File: src/rtl/time_set_ctrl.sv
// time_set_ctrl
// Debounces the "next" and "up" push-buttons and walks the five-state
// RUN / EDIT_HOUR / EDIT_MIN / ALARM_HOUR / ALARM_MIN mode machine that sets
// the clock time and the alarm time.
//
// Ports:
//   clk, rst                  system clock, synchronous active-high reset
//   next, up                  raw asynchronous push-buttons
//   alarm_on                  alarm enable switch level
//   cur_hour/minute/second    running time from the clock counter
//   load                      one-cycle strobe: counter takes set_hour/set_minute
//   set_hour, set_minute      edited clock time
//   alarm_hour, alarm_minute  stored alarm time
//   disp_hour, disp_minute    time routed to the display
//   blank                     {hour, minute} blink-blank request
//   edit_mode                 high in any non-RUN state
//   alarm_req                 one-cycle alarm trigger pulse
module time_set_ctrl #(
   parameter int DEBOUNCE_CYCLES = 1_000_000,
   parameter int BLINK_HALF      = 50_000_000
) (
   input  logic       clk,
   input  logic       rst,
   input  logic       next,
   input  logic       up,
   input  logic       alarm_on,
   input  logic [5:0] cur_hour,
   input  logic [5:0] cur_minute,
   input  logic [5:0] cur_second,
   output logic       load,
   output logic [5:0] set_hour,
   output logic [5:0] set_minute,
   output logic [5:0] alarm_hour,
   output logic [5:0] alarm_minute,
   output logic [5:0] disp_hour,
   output logic [5:0] disp_minute,
   output logic [1:0] blank,
   output logic       edit_mode,
   output logic       alarm_req
);

   localparam int DCW = (DEBOUNCE_CYCLES > 1) ? $clog2(DEBOUNCE_CYCLES) : 1;
   localparam int BCW = (BLINK_HALF > 1) ? $clog2(BLINK_HALF) : 1;

   typedef enum logic [2:0] {
      S_RUN        = 3'd0,
      S_EDIT_HOUR  = 3'd1,
      S_EDIT_MIN   = 3'd2,
      S_ALARM_HOUR = 3'd3,
      S_ALARM_MIN  = 3'd4
   } state_t;

   // ------------------------------------------------------------------
   // Button conditioning: index 0 = next, index 1 = up
   // ------------------------------------------------------------------
   logic [1:0] raw_btn;
   logic [1:0] press;
   logic       np;
   logic       up_p;

   assign raw_btn = {up, next};

   genvar gi;
   generate
      for (gi = 0; gi < 2; gi++) begin : gen_btn
         logic           sync1_q;
         logic           sync2_q;
         logic           deb_q;
         logic           deb_dly_q;
         logic [DCW-1:0] cnt_q;

         // The debounced level flips only after the synchronized input has
         // disagreed with it for DEBOUNCE_CYCLES consecutive cycles; any
         // agreement in between restarts the count.
         always_ff @(posedge clk) begin
            if (rst) begin
               sync1_q   <= 1'b0;
               sync2_q   <= 1'b0;
               deb_q     <= 1'b0;
               deb_dly_q <= 1'b0;
               cnt_q     <= '0;
            end else begin
               sync1_q   <= raw_btn[gi];
               sync2_q   <= sync1_q;
               deb_dly_q <= deb_q;
               if (sync2_q != deb_q) begin
                  if (cnt_q == DCW'(DEBOUNCE_CYCLES - 1)) begin
                     deb_q <= sync2_q;
                     cnt_q <= '0;
                  end else begin
                     cnt_q <= cnt_q + DCW'(1);
                  end
               end else begin
                  cnt_q <= '0;
               end
            end
         end

         // Press pulse on debounced rising edge only.
         assign press[gi] = deb_q & ~deb_dly_q;
      end
   endgenerate

   assign np   = press[0];
   assign up_p = press[1];

   // ------------------------------------------------------------------
   // Mode FSM and edited registers
   // ------------------------------------------------------------------
   state_t         state_q, state_d;
   logic [5:0]     set_hour_q, set_hour_d;
   logic [5:0]     set_minute_q, set_minute_d;
   logic [5:0]     alarm_hour_q, alarm_hour_d;
   logic [5:0]     alarm_minute_q, alarm_minute_d;
   logic           load_q, load_d;
   logic [BCW-1:0] blink_cnt_q, blink_cnt_d;
   logic           blink_phase_q, blink_phase_d;
   logic [1:0]     blank_q, blank_d;
   logic           edit_mode_q, edit_mode_d;
   logic           match, match_q;
   logic           alarm_req_q;

   function automatic logic [5:0] inc_hour(input logic [5:0] h);
      return (h >= 6'd23) ? 6'd0 : h + 6'd1;
   endfunction

   function automatic logic [5:0] inc_minute(input logic [5:0] m);
      return (m >= 6'd59) ? 6'd0 : m + 6'd1;
   endfunction

   always_comb begin
      state_d        = state_q;
      set_hour_d     = set_hour_q;
      set_minute_d   = set_minute_q;
      alarm_hour_d   = alarm_hour_q;
      alarm_minute_d = alarm_minute_q;
      load_d         = 1'b0;
      // np takes priority: an up_p in the same cycle is dropped.
      case (state_q)
         S_RUN: begin
            if (np) begin
               state_d      = S_EDIT_HOUR;
               set_hour_d   = cur_hour;
               set_minute_d = cur_minute;
            end
         end
         S_EDIT_HOUR: begin
            if (np)        state_d    = S_EDIT_MIN;
            else if (up_p) set_hour_d = inc_hour(set_hour_q);
         end
         S_EDIT_MIN: begin
            if (np) begin
               state_d = S_ALARM_HOUR;
               load_d  = 1'b1;
            end else if (up_p) begin
               set_minute_d = inc_minute(set_minute_q);
            end
         end
         S_ALARM_HOUR: begin
            if (np)        state_d      = S_ALARM_MIN;
            else if (up_p) alarm_hour_d = inc_hour(alarm_hour_q);
         end
         S_ALARM_MIN: begin
            if (np)        state_d        = S_RUN;
            else if (up_p) alarm_minute_d = inc_minute(alarm_minute_q);
         end
         default: state_d = S_RUN;
      endcase
   end

   // Blink phase restarts at every state change and stays 0 in RUN.
   always_comb begin
      blink_cnt_d   = blink_cnt_q;
      blink_phase_d = blink_phase_q;
      if (state_d != state_q || state_q == S_RUN) begin
         blink_cnt_d   = '0;
         blink_phase_d = 1'b0;
      end else if (blink_cnt_q == BCW'(BLINK_HALF - 1)) begin
         blink_cnt_d   = '0;
         blink_phase_d = ~blink_phase_q;
      end else begin
         blink_cnt_d = blink_cnt_q + BCW'(1);
      end
   end

   // Registered from next-state so they line up with state_q.
   always_comb begin
      edit_mode_d = (state_d != S_RUN);
      blank_d     = {blink_phase_d & (state_d == S_EDIT_HOUR || state_d == S_ALARM_HOUR),
                     blink_phase_d & (state_d == S_EDIT_MIN  || state_d == S_ALARM_MIN)};
   end

   assign match = (state_q == S_RUN) && alarm_on &&
                  (cur_hour == alarm_hour_q) && (cur_minute == alarm_minute_q) &&
                  (cur_second == 6'd0);

   always_ff @(posedge clk) begin
      if (rst) begin
         state_q        <= S_RUN;
         set_hour_q     <= '0;
         set_minute_q   <= '0;
         alarm_hour_q   <= '0;
         alarm_minute_q <= '0;
         load_q         <= 1'b0;
         blink_cnt_q    <= '0;
         blink_phase_q  <= 1'b0;
         blank_q        <= '0;
         edit_mode_q    <= 1'b0;
         match_q        <= 1'b0;
         alarm_req_q    <= 1'b0;
      end else begin
         state_q        <= state_d;
         set_hour_q     <= set_hour_d;
         set_minute_q   <= set_minute_d;
         alarm_hour_q   <= alarm_hour_d;
         alarm_minute_q <= alarm_minute_d;
         load_q         <= load_d;
         blink_cnt_q    <= blink_cnt_d;
         blink_phase_q  <= blink_phase_d;
         blank_q        <= blank_d;
         edit_mode_q    <= edit_mode_d;
         match_q        <= match;
         alarm_req_q    <= match & ~match_q;
      end
   end

   // Display source follows the current mode.
   always_comb begin
      disp_hour   = cur_hour;
      disp_minute = cur_minute;
      case (state_q)
         S_EDIT_HOUR, S_EDIT_MIN: begin
            disp_hour   = set_hour_q;
            disp_minute = set_minute_q;
         end
         S_ALARM_HOUR, S_ALARM_MIN: begin
            disp_hour   = alarm_hour_q;
            disp_minute = alarm_minute_q;
         end
         default: ;
      endcase
   end

   assign load         = load_q;
   assign set_hour     = set_hour_q;
   assign set_minute   = set_minute_q;
   assign alarm_hour   = alarm_hour_q;
   assign alarm_minute = alarm_minute_q;
   assign blank        = blank_q;
   assign edit_mode    = edit_mode_q;
   assign alarm_req    = alarm_req_q;

endmodule

File: config.mk
export PLATFORM = sky130hd
export DESIGN_NAME = time_set_ctrl
export DESIGN_NICKNAME = d
export VERILOG_FILES = /design/src/rtl/time_set_ctrl.sv
export SDC_FILE = /design/constraint.sdc
export NUM_CORES = 1
export LEC_CHECK = 0
export ABC_AREA = 1
export BUFFER_PORTS_ARGS = -buffer_cell sky130_fd_sc_hd__clkbuf_2
export CORE_MARGIN = 4
export CORE_UTILIZATION = 59
export CTS_CLUSTER_SIZE = 25
export DETAILED_ROUTE_END_ITERATION = 10
export HOLD_SLACK_MARGIN = 0.05
export PLACE_DENSITY = 0.91
export SLEW_MARGIN = 20
export SYNTH_ARGS = -nofsm -noshare
export SYNTH_HDL_FRONTEND = slang
export SYNTH_SLANG_ARGS = --single-unit
File: constraint.sdc
create_clock -name clk -period 1.9 [get_ports clk]
set_clock_uncertainty 0.1 [all_clocks]
set_input_delay 0.57 -clock clk [delete_from_list [all_inputs] [get_ports clk]]
set_output_delay 0.57 -clock clk [all_outputs]
set_load 0.01 [all_outputs]
==> reports/results.tsv <==
stage	metric	value	unit
status	status	complete, but fails checks	
status	failing checks	setup timing	
worst_setup_path	WP data arrival	1.57	ns
min_path	Hold Crit Class	flip-flop to flip-flop	
finish	Final Core Density	70.91	%
synthesis	Yosys warning count	0	
clocking	CTS Hold Bufs	0	
worst_setup_path	Data required, critical path	1.23	ns
synthesis	synthesized cell area	0.005854	mm²
power_and_ir_drop	combinational share of power	3.9	%
floorplan	Die Y	107.6	µm
timing	Slew @ Worst Pin	0.4177	ns
worst_setup_path	crit end category	output pin	
drt	antenna-violating nets left	0	
drt	Pre-Repair DR Iteration Count	5	
synthesis	most numerous cell in the Yosys netlist	nand2_1	
timing	Fmax	446.9	MHz
grt	first-pass GRT wire length	25600	µm
finish	share of cells above drive strength 1	17.56	%
synthesis	Synth Instances	902	
timing	Hold Vio Cnt, Final	0	
timing	hold slack	0.2998	ns
timing	crit share post-route	117.8	%
clocking	clock latency on the worst-skew pair	0.39	ns
clocking	H-tree levels	3	
clocking	Max Root-Sink Buffers	2	
floorplan	initial core utilization	60.17	%
synthesis	Seq cells post-synth	108	
grt	gr ovfl total	0	
clocking	Root Driver	clkbuf_8	
worst_setup_path	Crit Path Category	flip-flop to output pin	
synthesis	Mean Syn Cell Area	6.490	µm²
synthesis	library cells used by synthesis	37	
power_and_ir_drop	Int Power	2964	µW
worst_setup_path	crit-path max FO	4	
timing	worst relative slew slack	71.97	%
timing	final setup fails	12	
synthesis	synth cell count leaders	nand2_1, nor2_1, dfxtp_1	
timing	minimum clock period	2.238	ns
synthesis	Synth Flop Type	dfxtp_1	
floorplan	die width	107.6	µm
finish	post-route cell area	0.006899	mm²
placement	port bufs	63	
synthesis	Yosys top cell by area	dfxtp_1	
finish	Final nets	1027	
drt	Post-route DRC	0	
grt	gr usage total	27.03	%
finish	# fillers	767	
drt	DR vias	6185	
synthesis	number of flops mapped to enable cells by yosys	0	
power_and_ir_drop	Pleak	0.002631	µW
synthesis	Yosys top cell area share	36.93	%
worst_setup_path	CP Launch Type	flip-flop	
clocking	CTS buffer count	9	
clocking	CTS tree	yes	
floorplan	Rows	36	
power_and_ir_drop	NetSw	938.4	µW
timing	Final Max Tran Viols	0	
finish	Ant. Diodes	0	
floorplan	I/O pins	64	
power_and_ir_drop	Seq pwr share	58.1	%
clocking	CTS Sinks	108	
grt	largest net degree at the start of global routing	27	
power_and_ir_drop	worst vdd ir	0.0006291	V
placement	placed cell area	0.006486	mm²
synthesis	post-synthesis sequential area ratio	36.93	%
grt	vias in the first global route	5814	
power_and_ir_drop	clock power share	38.1	%
synthesis	Synth area leaders	dfxtp_1, nand2_1, nor2_1	
drt	vias per cell	5.449	
placement	HPWL after detailed placement	10750	µm
finish	Syn-to-layout area delta	17.85	%
drt	drt initial violations	581	
timing	worst setup margin	-0.3376	ns
drt	WL per Instance	13.41	µm
grt	initial antenna violation count	0	
drt	final wirelength	15220	µm
synthesis	Async SR Flop Fraction	0	%
floorplan	Core Area	0.009729	mm²
placement	routability-driven placement congestion ratio	0.9250	
job	Max Cap Viol	0	
clocking	Worst-path clk slew	0.12	ns
floorplan	Die Area	0.01158	mm²
power_and_ir_drop	Net Sw Frac	24.05	%
timing	unrepaired setup endpoints after global routing	yes	
synthesis	syn_nets	932	
power_and_ir_drop	power density over cell area	565.7	mW/mm²
-- final timing paths --
check / from / endpoint / slack, ns / cells after the start
min reg2reg: match_q / alarm_req / 0.30 / 1
max reg2reg: state_q[2] / set_minute[1] / 0.04 / 11
max: state_q[2] / disp_hour[0] / -0.34 / 8
min: match_q / alarm_req / 0.30 / 1
-- layer usage --
layer,vias up,wire length [µm],track usage [%]
met4,0,595,13.71
met3,55,1007,5.879
met2,256,7414,45.60
li1,3080,-,-
met5,-,0,0
met1,2794,6200,32.25
-- metrics by stage --
stage	TNS (ns)	worst slack (ns)	power, µW	instances
after floorplan	0	0.07682	2396	902
after global placement	-0.1072	-0.01757	2459	1114
after detailed placement	-0.4384	-0.05475	2461	1114
after CTS	-3.461	-0.3041	3925	1134
after global routing	-4.654	-0.4322	4019	1135
final	-3.822	-0.3376	3903	1135
-- logic make-up (layout without fill, tap and decap cells) --
family	count (synthesis)	count (layout)	share of synthesized area [%]
compound gates	106	106	10.28
xor+xnor	23	23	3.441
fa+ha+maj	7	7	1.496
buf+inv	121	221	8.164
flops	108	108	36.93
simple gates	537	537	39.69
-- cell type report --
class | instances | area, µm² | share of cell area, %
clock inverters | 6 | 81.33 | 1.179
inverters | 110 | 422.9 | 6.130
flip-flops and latches | 108 | 2173 | 31.50
well taps | 133 | 166.4 | 2.412
repair buffers | 95 | 590.6 | 8.560
clock buffers | 10 | 127.6 | 1.850
multi-input cells | 673 | 3337 | 48.37
-- critical path: stages (launching register included) --
cell and delay [ns]:
dfxtp_4 0.40, inv_4 0.09, buf_6 0.10, nand3_4 0.08, nand2_4 0.10, buf_6 0.11, nand2_2 0.04, o211ai_1 0.09
buf_2 0.16
-- power groups by stage --
stage	Combinational (µW)	Clock [µW]	Sequential (µW)
6_report	151	1490	2270
5_1_grt	162	1590	2270
4_1_cts	145	1510	2270
3_5_place_dp	139	0	2320
3_3_place_gp	136	0	2320
2_1_floorplan	73.4	0	2320
-- state kept, by name (all words and copies together), names as in the netlist --
register / cells
load: 1
alarm_hour: 6
gen_btn.sync2_q: 2
match_q: 1
gen_btn.deb_q: 2
gen_btn.deb_dly_q: 2
blank: 2
blink_cnt_q: 26
set_minute: 6
blink_phase_q: 1
gen_btn.sync1_q: 2
state_q: 3
set_hour: 6
edit_mode: 1
gen_btn.cnt_q: 40
alarm_req: 1
alarm_minute: 6
-- what timing repair did --
action / in CTS / in global routing
pin swaps: 4 / 5
buffers inserted: 4 / 1
gates resized for setup: 39 / 18
setup endpoints to repair: 12 / 18
-- layout by cell type (no fill, tap or decap), types with 5 or more instances in the layout --
cell        n
nand2_1   228
dfxtp_1   105
or2_2       7
nor3_1     17
buf_6       6
nand4_1    17
nand2_2    10
inv_1     101
buf_4      25
o21ai_0    26
inv_2       6
xor2_1     12
nand2_4     5
o22ai_1     6
a21oi_1    51
nand3b_1   11
nor2_2      8
ha_1        7
nand3_1    44
clkbuf_2   51
nor2_4      5
o221ai_2    9
buf_2      12
xnor2_1    11
nor2_1    175
clkbuf_8    9
Note: power is estimated with default switching activity, not from simulation.
